File: config.mk
export PLATFORM = sky130hd
export DESIGN_NAME = kpg_subtractor_pipe
export DESIGN_NICKNAME = d
export VERILOG_FILES = /design/src/rtl/kpg_subtractor_pipe.sv
export SDC_FILE = /design/constraint.sdc
export NUM_CORES = 1
export LEC_CHECK = 0
export BUFFER_PORTS_ARGS = -buffer_cell sky130_fd_sc_hd__clkbuf_2
export CAP_MARGIN = 20
export CORE_ASPECT_RATIO = 1.1
export CORE_UTILIZATION = 35
export DETAILED_ROUTE_END_ITERATION = 10
export PLACE_DENSITY_LB_ADDON = 0.15
export REMOVE_ABC_BUFFERS = 1
export SYNTH_ARGS = -nofsm -noshare
export SYNTH_HDL_FRONTEND = slang
export SYNTH_SLANG_ARGS = --single-unit
File: constraint.sdc
create_clock -name clk -period 16.2 [get_ports clk]
set_clock_uncertainty 0.2 [all_clocks]
set_input_delay 1.62 -clock clk [delete_from_list [all_inputs] [get_ports clk]]
set_output_delay 1.62 -clock clk [all_outputs]
set_load 0.02 [all_outputs]
File: src/rtl/kpg_subtractor_pipe.sv
// Three-stage elastic unsigned subtractor: a - b - bin computed as a + ~b + ~bin
// through a KPG parallel-prefix carry network (in-group prefix, then cross-group).
module kpg_subtractor_pipe #(
  parameter int WIDTH = 64
) (
  input  logic             clk,
  input  logic             rst,
  input  logic             in_valid,
  output logic             in_ready,
  input  logic [WIDTH-1:0] a,
  input  logic [WIDTH-1:0] b,
  input  logic             bin,
  output logic             out_valid,
  input  logic             out_ready,
  output logic [WIDTH-1:0] diff,
  output logic             bout,
  output logic             zero,
  output logic             eq
);
  localparam int NG = WIDTH / 8;

  logic r_v1, r_v2, r_v3;
  logic w_rdy1, w_rdy2, w_rdy3;

  logic [WIDTH-1:0] r_s1_a, r_s1_b;
  logic             r_s1_bin;

  logic [WIDTH-1:0] r_s2_ig, r_s2_ip, r_s2_bp;
  logic             r_s2_cin;

  logic [WIDTH-1:0] r_diff;
  logic             r_bout, r_zero, r_eq;

  assign w_rdy3 = !r_v3 || out_ready;
  assign w_rdy2 = !r_v2 || w_rdy3;
  assign w_rdy1 = !r_v1 || w_rdy2;

  // Per-bit KPG of a[i] and ~b[i], encoded as (generate, propagate); kill = neither.
  logic [WIDTH-1:0] w_bg, w_bp;
  assign w_bg = r_s1_a & ~r_s1_b;
  assign w_bp = r_s1_a ^ ~r_s1_b;

  // Spans 1, 2, 4 inside each byte; descending order keeps the lower operand unmodified.
  logic [WIDTH-1:0] w_ig, w_ip;
  always_comb begin
    w_ig = w_bg;
    w_ip = w_bp;
    for (int s = 1; s < 8; s = s * 2) begin
      for (int gi = 0; gi < NG; gi++) begin
        for (int j = 7; j >= s; j--) begin
          w_ig[gi*8+j] = w_ig[gi*8+j] | (w_ip[gi*8+j] & w_ig[gi*8+j-s]);
          w_ip[gi*8+j] = w_ip[gi*8+j] & w_ip[gi*8+j-s];
        end
      end
    end
  end

  // Cross-group prefix: element 0 is the carry-in, element j+1 is byte j.
  logic [NG:0]      w_xg, w_xp;
  logic [WIDTH-1:0] w_carry, w_diff;
  always_comb begin
    w_xg    = '0;
    w_xp    = '0;
    w_carry = '0;
    w_xg[0] = r_s2_cin;
    for (int gi = 0; gi < NG; gi++) begin
      w_xg[gi+1] = r_s2_ig[gi*8+7];
      w_xp[gi+1] = r_s2_ip[gi*8+7];
    end
    for (int s = 1; s < NG + 1; s = s * 2) begin
      for (int j = NG; j >= s; j--) begin
        w_xg[j] = w_xg[j] | (w_xp[j] & w_xg[j-s]);
        w_xp[j] = w_xp[j] & w_xp[j-s];
      end
    end
    for (int gi = 0; gi < NG; gi++) begin
      w_carry[gi*8] = w_xg[gi];
      for (int k = 1; k < 8; k++)
        w_carry[gi*8+k] = r_s2_ig[gi*8+k-1] | (r_s2_ip[gi*8+k-1] & w_xg[gi]);
    end
    w_diff = r_s2_bp ^ w_carry;
  end

  always_ff @(posedge clk or posedge rst) begin
    if (rst) begin
      r_v1     <= 1'b0;
      r_v2     <= 1'b0;
      r_v3     <= 1'b0;
      r_s1_a   <= '0;
      r_s1_b   <= '0;
      r_s1_bin <= 1'b0;
      r_s2_ig  <= '0;
      r_s2_ip  <= '0;
      r_s2_bp  <= '0;
      r_s2_cin <= 1'b0;
      r_diff   <= '0;
      r_bout   <= 1'b0;
      r_zero   <= 1'b0;
      r_eq     <= 1'b0;
    end else begin
      if (w_rdy1) begin
        r_v1 <= in_valid;
        if (in_valid) begin
          r_s1_a   <= a;
          r_s1_b   <= b;
          r_s1_bin <= bin;
        end
      end
      if (w_rdy2) begin
        r_v2 <= r_v1;
        if (r_v1) begin
          r_s2_ig  <= w_ig;
          r_s2_ip  <= w_ip;
          r_s2_bp  <= w_bp;
          r_s2_cin <= ~r_s1_bin;
        end
      end
      if (w_rdy3) begin
        r_v3 <= r_v2;
        if (r_v2) begin
          r_diff <= w_diff;
          r_bout <= ~w_xg[NG];
          r_zero <= ~|w_diff;
          r_eq   <= &r_s2_bp;
        end
      end
    end
  end

  assign in_ready  = w_rdy1 & ~rst;
  assign out_valid = r_v3;
  assign diff      = r_diff;
  assign bout      = r_bout;
  assign zero      = r_zero;
  assign eq        = r_eq;

endmodule

======== After elaboration in Yosys (flattened, before gate mapping) ========
Cells that the tools add are included.
operators by class
  bitwise operators ....................... 583
  reduce and logical (&&, ||, !) cells .... 12
operators by type and width
  cell                  count
  1-bit AND             363
  1-bit bitwise OR      213
  64-bit XOR            2
  64-bit AND            1
  64-bit inverter       1
  64-bit AND reduction  1
  64-bit OR reduction   1
  2-bit AND reduction   3
  1-bit zero test       4
  1-bit logical OR      3
  1-bit inverter        3
storage, ports and cells
  bits in registers ....................... 392
  input port bits ......................... 133
  output and inout port bits .............. 69
  logic and storage cells ................. 609

======== Depth between registers and ports, before layout ========
  depth after elaboration ................. 11
  depth in mapped cells ................... 16
  gate-level depth less buffers ........... 13

======== Least setup slack after synthesis ========
OpenSTA, ideal clock, no wires.
  path kind ............................... input to output
  start ................................... input port out_ready
  end ..................................... output port in_ready
  arrival ................................. 2079 ps
  data required time ...................... 14380 ps
  path slack .............................. 12301 ps
  stages .................................. 2
  path buffers ............................ 0
  cell sequence ........................... nor2b_1 > a31oi_1
between the ends
  word-level cells in the longest chain between the ends .. 4
ends and longest elaborated chain
  item              RTL line  text
  from (decl)       14        input logic out_ready,
  1-bit logical OR  34        assign w_rdy3 = !r_v3 || out_ready;
  1-bit logical OR  35        assign w_rdy2 = !r_v2 || w_rdy3;
  1-bit logical OR  36        assign w_rdy1 = !r_v1 || w_rdy2;
  1-bit AND         130       assign in_ready = w_rdy1 & ~rst;
  to (decl)         9         output logic in_ready,
No other way between the ends.

======== Final worst setup path ========
  start ................................... register r_s2_cin
  end ..................................... register r_zero, in the netlist zero
between the ends
  word-level cells in the longest chain between the ends .. 11
  elaborated cells between the ends (all ways) .. 129
  those cells by class .................... bitwise (127); reduce/logical (2)
ends and longest elaborated chain
  item                    RTL line  text
  from (decl)             29        logic r_s2_cin;
  from (signal assigned)  115       r_s2_cin <= ~r_s1_bin;
  1-bit AND               72        w_xg[j] = w_xg[j] | (w_xp[j] & w_xg[j-s]);
  1-bit bitwise OR        72
  1-bit AND               72
  1-bit bitwise OR        72
  1-bit AND               72
  1-bit bitwise OR        72
  1-bit AND               79        w_carry[gi*8+k] = r_s2_ig[gi*8+k-1] | (r_s2_ip[gi*8+k-1] & w_xg[gi]);
  1-bit bitwise OR        79
  64-bit XOR *            81        w_diff = r_s2_bp ^ w_carry;
  64-bit OR reduction *   123       r_zero <= ~|w_diff;
  1-bit zero test *       123
  to (signal assigned)    123
  to (decl)               32        logic r_bout, r_zero, r_eq;
Every way passes the cells marked *; elsewhere a longest branch is shown, timed or not.
A chain may end at the register's enable or synchronous reset.

==> reports/metrics.csv <==
stage,metric,value,unit
outcome,status,"finished, final reports clean",
pwr,clock network fraction of design power,0.309,
placed_design,IO Port Bufs,201,
worst_setup_path,source of the worst register-to-register timing path,r_s2_cin,
logic_synthesis,area fraction in compound gates after synthesis,0.0819,
timing,number of hold violations in the final report,0,
logic_synthesis,warnings from Yosys,0,
clock_tree,post-CTS setup-driven buffer insertion count,0,
global_routing,Tot GR Track Use,0.183,
clock_tree,master cell of the clock root buffer,sky130_fd_sc_hd__clkbuf_16,
global_routing,largest net degree at the start of global routing,114,
clock_tree,total clock buffers created by CTS,44,
timing,maximum frequency from static timing analysis,0.211,GHz
logic_synthesis,most frequent cell after synthesis,sky130_fd_sc_hd__nand2_1,
pwr,Flop pwr share,0.418,
placed_design,placed insts,2366,
detailed_routing,Via density,4.75,
detailed_routing,mean routed wirelength per cell,17.7,um
logic_synthesis,average size of a mapped cell,10.6,um2
clock_tree,TritonCTS sink count,384,
clock_tree,buffer depth of the longest clock path,3,
logic_synthesis,Commonest cells post-synth,"sky130_fd_sc_hd__nand2_1, sky130_fd_sc_hd__dfrtp_1, sky130_fd_sc_hd__mux2_2",
logic_synthesis,Post-Syn Area,16800,um2
worst_setup_path,sum of buffers and inverters on the critical path,0,
detailed_routing,number of nets with antenna violations after detailed routing,0,
worst_setup_path,kind of end point of the critical path,flop,
clock_tree,later-pin clock latency in the skew report,560,ps
worst_setup_path,Reg-to-Reg End,zero,
die,height of the chip,232,um
worst_setup_path,signal arrival time at the worst endpoint,5010,ps
timing,slew at the pin closest to its max-slew limit,983,ps
run,Max-cap violations,0,
global_routing,antenna violations before repair,2,
global_routing,via count of the first global-routing pass,12145,
timing,final setup violation count,0,
placed_design,global placer's final weighted congestion,0.790,
logic_synthesis,leading post-synthesis cells by cell area,"sky130_fd_sc_hd__dfrtp_1, sky130_fd_sc_hd__mux2_2, sky130_fd_sc_hd__nand2_1",
logic_synthesis,number of distinct library cell variants in the gate-level netlist after synthesis,43,
worst_setup_path,slowest stage cell on the critical path,sky130_fd_sc_hd__o31ai_2,
logic_synthesis,dominant combinational cell family by area after synthesis,simple AND/OR/NAND/NOR gates,
timing,setup repair after global routing missed its margin,no,
worst_setup_path,Critical Setup Path Class,flop to flop,
logic_synthesis,register area share after synthesis,0.571,
pwr,Worst IR Drop VDD,0.0703,mV
logic_synthesis,Post-Synth Simple-Gate Area,0.129,
pwr,leakage power total,0.00989,uW
die,die area,49000,um2
hold_path,instance count along the most critical hold path,2,
pwr,switching share of power,0.348,
worst_setup_path,worst path required time,16470,ps
logic_synthesis,number of synthesized register bits,384,
die,I/O Pins,202,
timing,Tmin final,4740,ps
pwr,internal power contribution,2170,uW
timing,number of max-slew violations in the final report,0,
die,Initial Util,0.358,
clock_tree,maximum level of the CTS H-tree,2,
clock_tree,post-cts repair resize count,0,
hold_path,critical hold path startpoint,r_s2_ig[4],
clock_tree,TritonCTS clock tree,done,
cells_and_area,Post-layout nets,1980,
global_routing,total congestion overflow,0,
worst_setup_path,"Max FO, Critical Path",10,
worst_setup_path,Critical Path Max Stage Delay,750,ps
cells_and_area,fraction of layout cells with a size suffix above 1,0.241,
worst_setup_path,cell breakdown of the critical path,"a211oi_4, o31ai_2, a31o_1, a21o_1, ha_1, nor2_1, xor2_1, nand4_1, nor3b_1, nand4b_1, nor4b_1, nand4bb_1, o31ai_2",
worst_setup_path,depth of the most critical reg-to-reg path,13,
worst_setup_path,Critical Path Most Common Cell,sky130_fd_sc_hd__o31ai_2,
logic_synthesis,parity-gate share of the synthesized area counting xor and xnor cells,0.0291,
hold_path,end of the worst hold path,r_s2_ig[4],
cells_and_area,final design instance area without fill,20000,um2
timing,post-route clock period utilization,0.292,
clock_tree,# hold bufs at CTS,0,
logic_synthesis,async set or reset register ratio after synthesis,1.00,
logic_synthesis,post-synth top area share,0.571,
placed_design,half-perimeter wire length after placement,31200,um
logic_synthesis,multiplexer share of the synthesized area,0.101,
logic_synthesis,adder-cell area share of the yosys netlist,0.0535,
detailed_routing,number of iterations in the first detailed-routing pass,4,
worst_setup_path,worst-case register-to-register setup slack,11460,ps
clock_tree,clock transition at the registers of the reported paths,60,ps
cells_and_area,post-route non-filler standard cell count,2445,
detailed_routing,drt initial violations,681,
cells_and_area,count of inserted antenna diode cells,0,
pwr,Pwr Density,167,nW/um2
die,core area,47000,um2
detailed_routing,remaining routing DRC violations,0,
worst_setup_path,"Largest delay share family, worst path",compound AO/OA/AOI/OAI gates,
detailed_routing,WL final,43400,um
timing,total negative slack for setup checks,0,ps
logic_synthesis,number of enable flip-flop cells after synthesis,0,
worst_setup_path,CP startpoint kind,flop,
placed_design,placed instance area,18500,um2
detailed_routing,routed vias,11621,
logic_synthesis,cell taking the most area after synthesis,sky130_fd_sc_hd__dfrtp_1,
global_routing,global-route wire length before repair,69000,um
hold_path,class of the tightest hold or removal check,flop to flop,
cells_and_area,area delta synth->final,18.6,%
pwr,switching power summed over all nets,1160,uW
logic_synthesis,number of standard cells after synthesis,1588,
logic_synthesis,most common flop cell mapped by yosys,sky130_fd_sc_hd__dfrtp_1,
die,Rows,83,
die,Chip Width,211,um
pwr,part of the total power dissipated in combinational logic,0.274,
timing,max-slew headroom at the worst pin,0.345,
cells_and_area,final-layout fill cell count,4578,
==> power groups by stage <==
stage                     sequential (uW)  clock, uW  combinational, uW
after floorplan                      1450          0                516
after detailed placement             1410          0                931
final                                1390       1030                913
after global routing                 1430       1100               1030
after CTS                            1400       1060                935
after global placement               1410          0                919
==> area by class of cell <==
type / count / area, um2 / share of cell area
Clock buffer: 64 / 1300 / 0.0650
Inverter: 80 / 308 / 0.0154
Clock inverter: 15 / 205 / 0.0103
Timing Repair Buffer: 211 / 1080 / 0.0541
Multi-Input combinational cell: 1054 / 6670 / 0.334
Sequential cell: 384 / 9610 / 0.481
Tap cell: 637 / 797 / 0.0399
==> cells by family after synthesis <==
kind of cell	count (synthesis)
AND/OR/NAND/NOR	530
flip-flops	384
AO/OA/AOI/OAI	244
multiplexers	152
buffers and inverters	150
adder cells (fa/ha/maj)	72
XOR/XNOR	56
==> routing by layer <==
layer	vias up	global-route usage	wire (um)
met5	-	0	13
met4	2	0.0537	923
li1	5678	-	-
met1	5660	0.245	19700
met2	214	0.299	20600
met3	67	0.0338	2140
==> metrics by stage <==
stage	hold slack [ps]	setup WS (ps)	util	power, uW
after floorplan	234	3710	-	1960
after global placement	251	11320	0.393	2330
after detailed placement	264	11270	0.393	2340
after CTS	278	11320	0.425	3390
after global routing	294	11120	0.425	3550
final	275	11460	0.425	3340
==> worst register-to-register path: stages, from the launching register on <==
cell and delay (ps):
sky130_fd_sc_hd__dfrtp_1 620, sky130_fd_sc_hd__a211oi_4 180, sky130_fd_sc_hd__o31ai_2 750, sky130_fd_sc_hd__a31o_1 560, sky130_fd_sc_hd__a21o_1 400, sky130_fd_sc_hd__ha_1 210
sky130_fd_sc_hd__nor2_1 50, sky130_fd_sc_hd__xor2_1 220, sky130_fd_sc_hd__nand4_1 190, sky130_fd_sc_hd__nor3b_1 220, sky130_fd_sc_hd__nand4b_1 150, sky130_fd_sc_hd__nor4b_1 470
sky130_fd_sc_hd__nand4bb_1 220, sky130_fd_sc_hd__o31ai_2 210
==> worst max-delay path by stage <==
stage               cells past startpoint  slack [ps]      start         end
finish                                 13       11460   r_s2_cin        zero
global route                           13       11120   r_s2_cin        zero
global placement                        7       11320  out_ready  r_s2_ip[3]
detailed placement                      7       11270  out_ready  r_s2_ip[1]
CTS                                    13       11320   r_s2_cin        zero
floorplan                               1        3710        rst        bout
==> state kept, by name (all words and copies together) (netlist names) <==
name / count
bout: 1
diff: 64
eq: 1
out_valid: 1
r_s1_a: 64
r_s1_b: 64
r_s1_bin: 1
r_s2_bp: 56
r_s2_cin: 1
r_s2_ig: 64
r_s2_ip: 64
r_v1: 1
r_v2: 1
zero: 1
==> placed cells by master (no fill, tap or decap), types with 2 or more instances in the layout <==
master                       count
sky130_fd_sc_hd__nor4_1          7
sky130_fd_sc_hd__nand2_1       431
sky130_fd_sc_hd__nor2_1         20
sky130_fd_sc_hd__clkinvlp_4      2
sky130_fd_sc_hd__inv_1          79
sky130_fd_sc_hd__nand3_1        20
sky130_fd_sc_hd__clkbuf_8       10
sky130_fd_sc_hd__xnor2_1         7
sky130_fd_sc_hd__mux2_2        145
sky130_fd_sc_hd__a21oi_1        68
sky130_fd_sc_hd__o31ai_1         7
sky130_fd_sc_hd__nand4_1        31
sky130_fd_sc_hd__a21o_1         21
sky130_fd_sc_hd__clkbuf_16      45
sky130_fd_sc_hd__bufinv_16       5
sky130_fd_sc_hd__and3_1          2
sky130_fd_sc_hd__ha_1           72
sky130_fd_sc_hd__dfrtp_1       384
sky130_fd_sc_hd__nand4b_1        2
sky130_fd_sc_hd__clkinv_2        8
sky130_fd_sc_hd__o21bai_1       16
sky130_fd_sc_hd__nand2_4         2
sky130_fd_sc_hd__o21ai_0       122
sky130_fd_sc_hd__clkbuf_2      201
sky130_fd_sc_hd__nand2b_1        3
sky130_fd_sc_hd__o31ai_2         2
sky130_fd_sc_hd__mux2i_1         7
sky130_fd_sc_hd__clkbuf_1        9
sky130_fd_sc_hd__buf_4          10
sky130_fd_sc_hd__xor2_1         49
Power figures use the tool's default switching activity.
